[src/rtl/_btn_sync_debounce.sv]
// Button/switch input conditioner: 2-FF synchronizer, debounce counter and
// a 4-state qualification FSM producing a clean level plus rise/fall pulses.
module _btn_sync_debounce #(
   parameter int unsigned DEBOUNCE  = 4,
   parameter int unsigned CNT_WIDTH = 4
) (
   input  logic clk,
   input  logic reset_n,
   input  logic btn_in,
   output logic btn_level,
   output logic btn_rise,
   output logic btn_fall,
   output logic busy
);

   typedef enum logic [1:0] {
      IDLE_LO = 2'd0,
      CHK_HI  = 2'd1,
      IDLE_HI = 2'd2,
      CHK_LO  = 2'd3
   } state_t;

   // Terminal count: a candidate is accepted when s still holds at this count.
   localparam logic [CNT_WIDTH-1:0] CNT_LAST = CNT_WIDTH'(DEBOUNCE - 1);

   logic                 sync1_q, sync1_d;
   logic                 sync2_q, sync2_d;
   state_t               state_q, state_d;
   logic [CNT_WIDTH-1:0] cnt_q, cnt_d;
   logic                 level_q, level_d;
   logic                 rise_q, rise_d;
   logic                 fall_q, fall_d;
   logic                 s;

   assign s = sync2_q;

   // Next-state logic: synchronizer shift, qualification FSM and counter.
   always_comb begin
      sync1_d = btn_in;
      sync2_d = sync1_q;
      state_d = state_q;
      cnt_d   = cnt_q;
      level_d = level_q;
      rise_d  = 1'b0;
      fall_d  = 1'b0;
      case (state_q)
         IDLE_LO: begin
            if (s) begin
               state_d = CHK_HI;
               cnt_d   = '0;
            end
         end
         CHK_HI: begin
            if (!s) begin
               state_d = IDLE_LO;
               cnt_d   = '0;
            end else if (cnt_q == CNT_LAST) begin
               state_d = IDLE_HI;
               level_d = 1'b1;
               rise_d  = 1'b1;
               cnt_d   = '0;
            end else begin
               cnt_d = cnt_q + 1'b1;
            end
         end
         IDLE_HI: begin
            if (!s) begin
               state_d = CHK_LO;
               cnt_d   = '0;
            end
         end
         CHK_LO: begin
            if (s) begin
               state_d = IDLE_HI;
               cnt_d   = '0;
            end else if (cnt_q == CNT_LAST) begin
               state_d = IDLE_LO;
               level_d = 1'b0;
               fall_d  = 1'b1;
               cnt_d   = '0;
            end else begin
               cnt_d = cnt_q + 1'b1;
            end
         end
         default: begin
            state_d = IDLE_LO;
            cnt_d   = '0;
            level_d = 1'b0;
         end
      endcase
   end

   // State register with asynchronous active-low reset.
   always_ff @(posedge clk or negedge reset_n) begin
      if (!reset_n) begin
         sync1_q <= 1'b0;
         sync2_q <= 1'b0;
         state_q <= IDLE_LO;
         cnt_q   <= '0;
         level_q <= 1'b0;
         rise_q  <= 1'b0;
         fall_q  <= 1'b0;
      end else begin
         sync1_q <= sync1_d;
         sync2_q <= sync2_d;
         state_q <= state_d;
         cnt_q   <= cnt_d;
         level_q <= level_d;
         rise_q  <= rise_d;
         fall_q  <= fall_d;
      end
   end

   assign btn_level = level_q;
   assign btn_rise  = rise_q;
   assign btn_fall  = fall_q;
   assign busy      = (state_q == CHK_HI) || (state_q == CHK_LO);

endmodule

[config.mk]
export PLATFORM = sky130hd
export DESIGN_NAME = _btn_sync_debounce
export DESIGN_NICKNAME = d
export VERILOG_FILES = /design/src/rtl/_btn_sync_debounce.sv
export SDC_FILE = /design/constraint.sdc
export NUM_CORES = 1
export LEC_CHECK = 0
export ABC_AREA = 1
export BUFFER_PORTS_ARGS = -buffer_cell sky130_fd_sc_hd__buf_2
export CORE_AREA = 8 8 45 47
export DETAILED_ROUTE_END_ITERATION = 12
export DIE_AREA = 0 0 53 55
export SLEW_MARGIN = 25
export SYNTH_ARGS = -nofsm -noshare
export SYNTH_HDL_FRONTEND = slang
export SYNTH_SLANG_ARGS = --single-unit
[constraint.sdc]
create_clock -name clk -period 1.5 [get_ports clk]
set_input_delay 0.225 -clock clk [delete_from_list [all_inputs] [get_ports clk]]
set_output_delay 0.225 -clock clk [all_outputs]
set_load 0.01 [all_outputs]
# Yosys cells after proc, flatten, opt, wreduce, memory -nomap -nowiden
# Index checks and enable logic that the tools add are counted.
dict set report word_totals {
  reg_bits 11
  inputBits 3
  out_inout_bits 4
  wordCells 49
}
dict set report classes {
  add_sub_neg 1
  n_eq_ne 12
  muxes 23
  n_reduce_logical 6
}
# cell count
set op_table {}
lappend op_table {{$mux W4} 5}
lappend op_table {{$pmux W4 S4} 1}
lappend op_table {{$mux W2} 6}
lappend op_table {{$ne A2 B2 Y1 const B} 6}
lappend op_table {{$mux W1} 9}
lappend op_table {{$pmux W2 S4} 1}
lappend op_table {{$ne A3 B3 Y1 const B} 2}
lappend op_table {{$reduce_and A5 Y1} 1}
lappend op_table {{$add A4 B1 Y4 const B} 1}
lappend op_table {{$eq A2 B2 Y1 const B} 2}
lappend op_table {{$eq A4 B2 Y1 const B} 1}
lappend op_table {{$reduce_and A4 Y1} 1}
lappend op_table {{$eq A2 B1 Y1 const B} 1}
lappend op_table {{$logic_not A2 Y1} 1}
lappend op_table {{$pmux W1 S2} 1}
lappend op_table {{$reduce_and A2 Y1} 1}
lappend op_table {{$reduce_bool A2 Y1} 1}
lappend op_table {{$logic_or A1 B1 Y1} 1}

# Depth between registers and ports, before layout
dict set report depth {
  depth_word 4
  mapped_depth 6
  ltp_nobuf 6
}

# Least setup slack after synthesis
# OpenSTA, ideal clock, no wires.
dict set report synth_path {
  path_type {reg2reg}
  startpoint {register cnt_q[0]}
  endpoint {register level_q, in the netlist btn_level}
  setup_ns 0.118
  arrival_time_ns 0.911
  required_time_ns 1.382
  setup_slack_ns 0.471
  stages_incl_launch_ff 7
  path_buffers 0
  synth_period_minus_slack_ns 1.029
  path_cell_list {dfrtp_1 ha_1 nand2_2 nor2_4 nand2_1 nand2_1 nand2_1}
}
dict set report synth_between {
  elab_chain_len 3
  elab_cells_between_ends 4
  cone_classes {eq/ne: 3; reduce/logical: 1}
}
# element line
set synth_lines {}
lappend synth_lines {{from (decl)} 29} ;# logic [CNT_WIDTH-1:0] cnt_q, cnt_d;
lappend synth_lines {{from (signal assigned)} 107} ;# cnt_q <= cnt_d;
lappend synth_lines {{$eq A4 B2 Y1 *} {57, 76}}
lappend synth_lines {{$ne A2 B2 Y1 (no line)} --}
lappend synth_lines {{$reduce_and A5 Y1 (no line) *} --}
lappend synth_lines {{to (signal assigned)} 108} ;# level_q <= level_d;
lappend synth_lines {{to (decl)} 30} ;# logic level_q, level_d;
# Every way passes the cells marked *; elsewhere a longest branch is shown, timed or not.
# A chain may end at the register's enable or synchronous reset.

# Worst setup path after layout
# Ends and elaborated chain as after synthesis.

==> flow_metrics.tcl <==
set metrics [dict create \
    status "complete, no violations" \
    synth_common_cells "14 x nand2_1, 11 x dfrtp_1, 8 x inv_1" \
    synthFlopType "dfrtp_1" \
    postCtsSetupBuffers 0 \
    cts_tree "done" \
    worstSkewPairLatency_ps 260 \
    antenna_found_initial 0 \
    dieWidth_um 53 \
    gr-usage-all-layers_pct 6.57 \
    dp_hpwl_um 548 \
    startpoint_type "flop" \
    ir_worst_vdd_uv 748 \
    port_buffers 6 \
    synth.distinct_cells 15 \
    nets 66 \
    hold_path_class "input pin to flop" \
    vias 326 \
    p_switching_w 0.000280 \
    core_area_sq_mm 0.00138 \
    crit_arrival_ps 1280 \
    wl_um 783 \
    ant_nets 0 \
    slew_headroom_pct 83.2 \
    synth.most_common_cell "nand2_1" \
    vias_per_cell 4.23 \
    synth_enable_flop_cells 0 \
    grt_pass1_vias 317 \
    cts_sinks 11 \
    netlist.area_leader.share_pct 58.4 \
    critPathMaxFanout 4 \
    overflow 0 \
    cts_htree_levels 1 \
    syn_to_final_growth_pct 17.5 \
    min_period_ps 1130 \
    row_count 14 \
    synth-seq-area-share_pct 58.4 \
    crit_path_frequent_cell "nand2_1" \
    internal_power_w 0.000539 \
    maxCapViolCount 0 \
    r2r_slack_ps 370 \
    final-setup-viol-count 0 \
    dieArea_sq_mm 0.00292 \
    gp_congestion 0.740 \
    critPathSlowestCell "dfrtp_1" \
    crit_required_ps 1660 \
    path_clk_slew_ps 70 \
    timing.setup.tns_ps 0 \
    cpPeakStageDelay_ps 410 \
    fillCellCount 140 \
    final_hold_viol_count 0 \
    swShare_pct 34.2 \
    endpoint_kind "flop" \
    synth_warnings 0 \
    die_height_um 55 \
    p_per_area_mw_per_mm2 1480 \
    postSynth.asyncResetShare_pct 100 \
    seq_power_share_pct 50.1 \
    clock-root-buffer "clkbuf_4" \
    clk_path_buf_depth 2 \
    first_pass_iters 2 \
    crit_type "flop to flop" \
    pwr-share-clk_pct 24.2 \
    path_cells "ha_1 > nand2_2 > nor2_4 > nand2_1 > nand2_1 > nand2_1" \
    grt_setup_unrepaired "no" \
    fin_skew_ps 0.920 \
    period_share_pct 75.0 \
    worstMarginPinSlew_ps 252 \
    syn_area_sq_um 472 \
    synth.largest_area_cell "dfrtp_1" \
    grt_max_degree 12 \
    drtIter0Drc 4 \
    drc_errors 0 \
    layout-drive-gt1-share_pct 21.3 \
    antenna_cells 0 \
    yosys_register_bits 11 \
    synth_fp_nets 55 \
    final_max_slew_viol_count 0 \
    syn_avg_cell_area_sq_um 9.25 \
    wl_per_cell_um 10.2 \
    final_core_util_pct 40.1 \
    grt_pass1_wl_mm 1.28 \
    cts-resized-gates 0 \
    combPwrFrac_pct 25.7 \
    io_pins 7 \
    synth_cells 51 \
    start_util_pct 34.1 \
    cts_buffers 3 \
    leakagePower_nw 0.311 \
    fmax_mhz 889 \
    yosys-top-cells-area "dfrtp_1 58%, nand2_1 11%, inv_1 6.4%, nand3_1 5.3%, ha_1 2.7%" \
]
-- repair_timing --
item	4_1_cts	5_1_grt
setup endpoints to repair	0	0
endpoints found under the hold margin	11	0
hold buffers	1	0
-- cell usage in the layout (no fill, tap or decap), drive strengths merged --
master / synthesis / final
nand2: 15 / 15
dfrtp: 11 / 11
inv: 9 / 9
buf: 0 / 6
nand3: 5 / 5
clkbuf: 1 / 4
o21ai: 4 / 4
nor2: 2 / 2
nand4: 1 / 1
mux2i: 1 / 1
xnor2: 1 / 1
ha: 1 / 1
dlygate4sd3: 0 / 1
-- metrics by stage --
stage	hold WS [ps]	power [W]	instances	cell area, sq um	setup WS, ps
floorplan	-70.6	0.000564	51	472	471
global placement	100	0.000618	72	518	409
detailed placement	111	0.000624	72	518	387
CTS	51.4	0.000834	77	554	368
global route	41.8	0.000885	77	554	289
finish	62.4	0.000819	77	554	375
-- cell type report --
class                      count  area (sq um)  area share (%)
inverter                       9          33.8            6.09
clock buffer                   4          26.3            4.74
timing repair buffer           7          40.0            7.22
tap                           16          20.0            3.61
multi-input combinational     30           159            28.7
sequential                    11           275            49.7
-- cells by family after synthesis --
family / count (synthesis) / share of synthesized area [%]
buf+inv: 10 / 7.96
simple gates: 23 / 22.8
mux: 1 / 2.12
xor+xnor: 1 / 1.86
flops: 11 / 58.4
compound gates: 4 / 4.24
fa+ha+maj: 1 / 2.65
-- state kept, by name, summed over array words and instances, names as in the netlist, named ones only --
signal     cells
sync1_q        1
btn_fall       1
btn_rise       1
s              1
btn_level      1
cnt_q          4
state_q        1
-- power groups by stage --
stage | combinational [W] | clock, W | sequential [W]
after CTS | 0.000213 | 0.000212 | 0.000410
final | 0.000211 | 0.000198 | 0.000410
after detailed placement | 0.000209 | 0 | 0.000415
after global routing | 0.000240 | 0.000228 | 0.000416
after global placement | 0.000206 | 0 | 0.000412
after floorplan | 0.000151 | 0 | 0.000413
-- worst max-delay path: cells and delay by family (launching register included) --
kind,cells,cell delay [ps]
adders and majority gates,1,230
and+or+nand+nor,5,390
DFF,1,410
-- metal layers --
metal / wire, um / up-vias / GRT usage, %
met5: 0 / - / 0
met4: 31 / 0 / 10.3
met3: 39 / 2 / 1.87
met2: 340 / 7 / 9.38
met1: 371 / 139 / 6.27
li1: - / 178 / -
-- path summary, 6_finish.rpt --
kind                             end  depth (start not counted)  startpoint
setup / recovery           btn_level                          6    cnt_q[0]
hold / removal               sync1_q                          1      btn_in
setup reg to reg           btn_level                          6    cnt_q[0]
hold reg to reg                    s                          0     sync1_q
max in group asynchronous          s                          2     reset_n
min in group asynchronous   cnt_q[2]                          2     reset_n
Note: power is estimated with default switching activity, not from simulation.
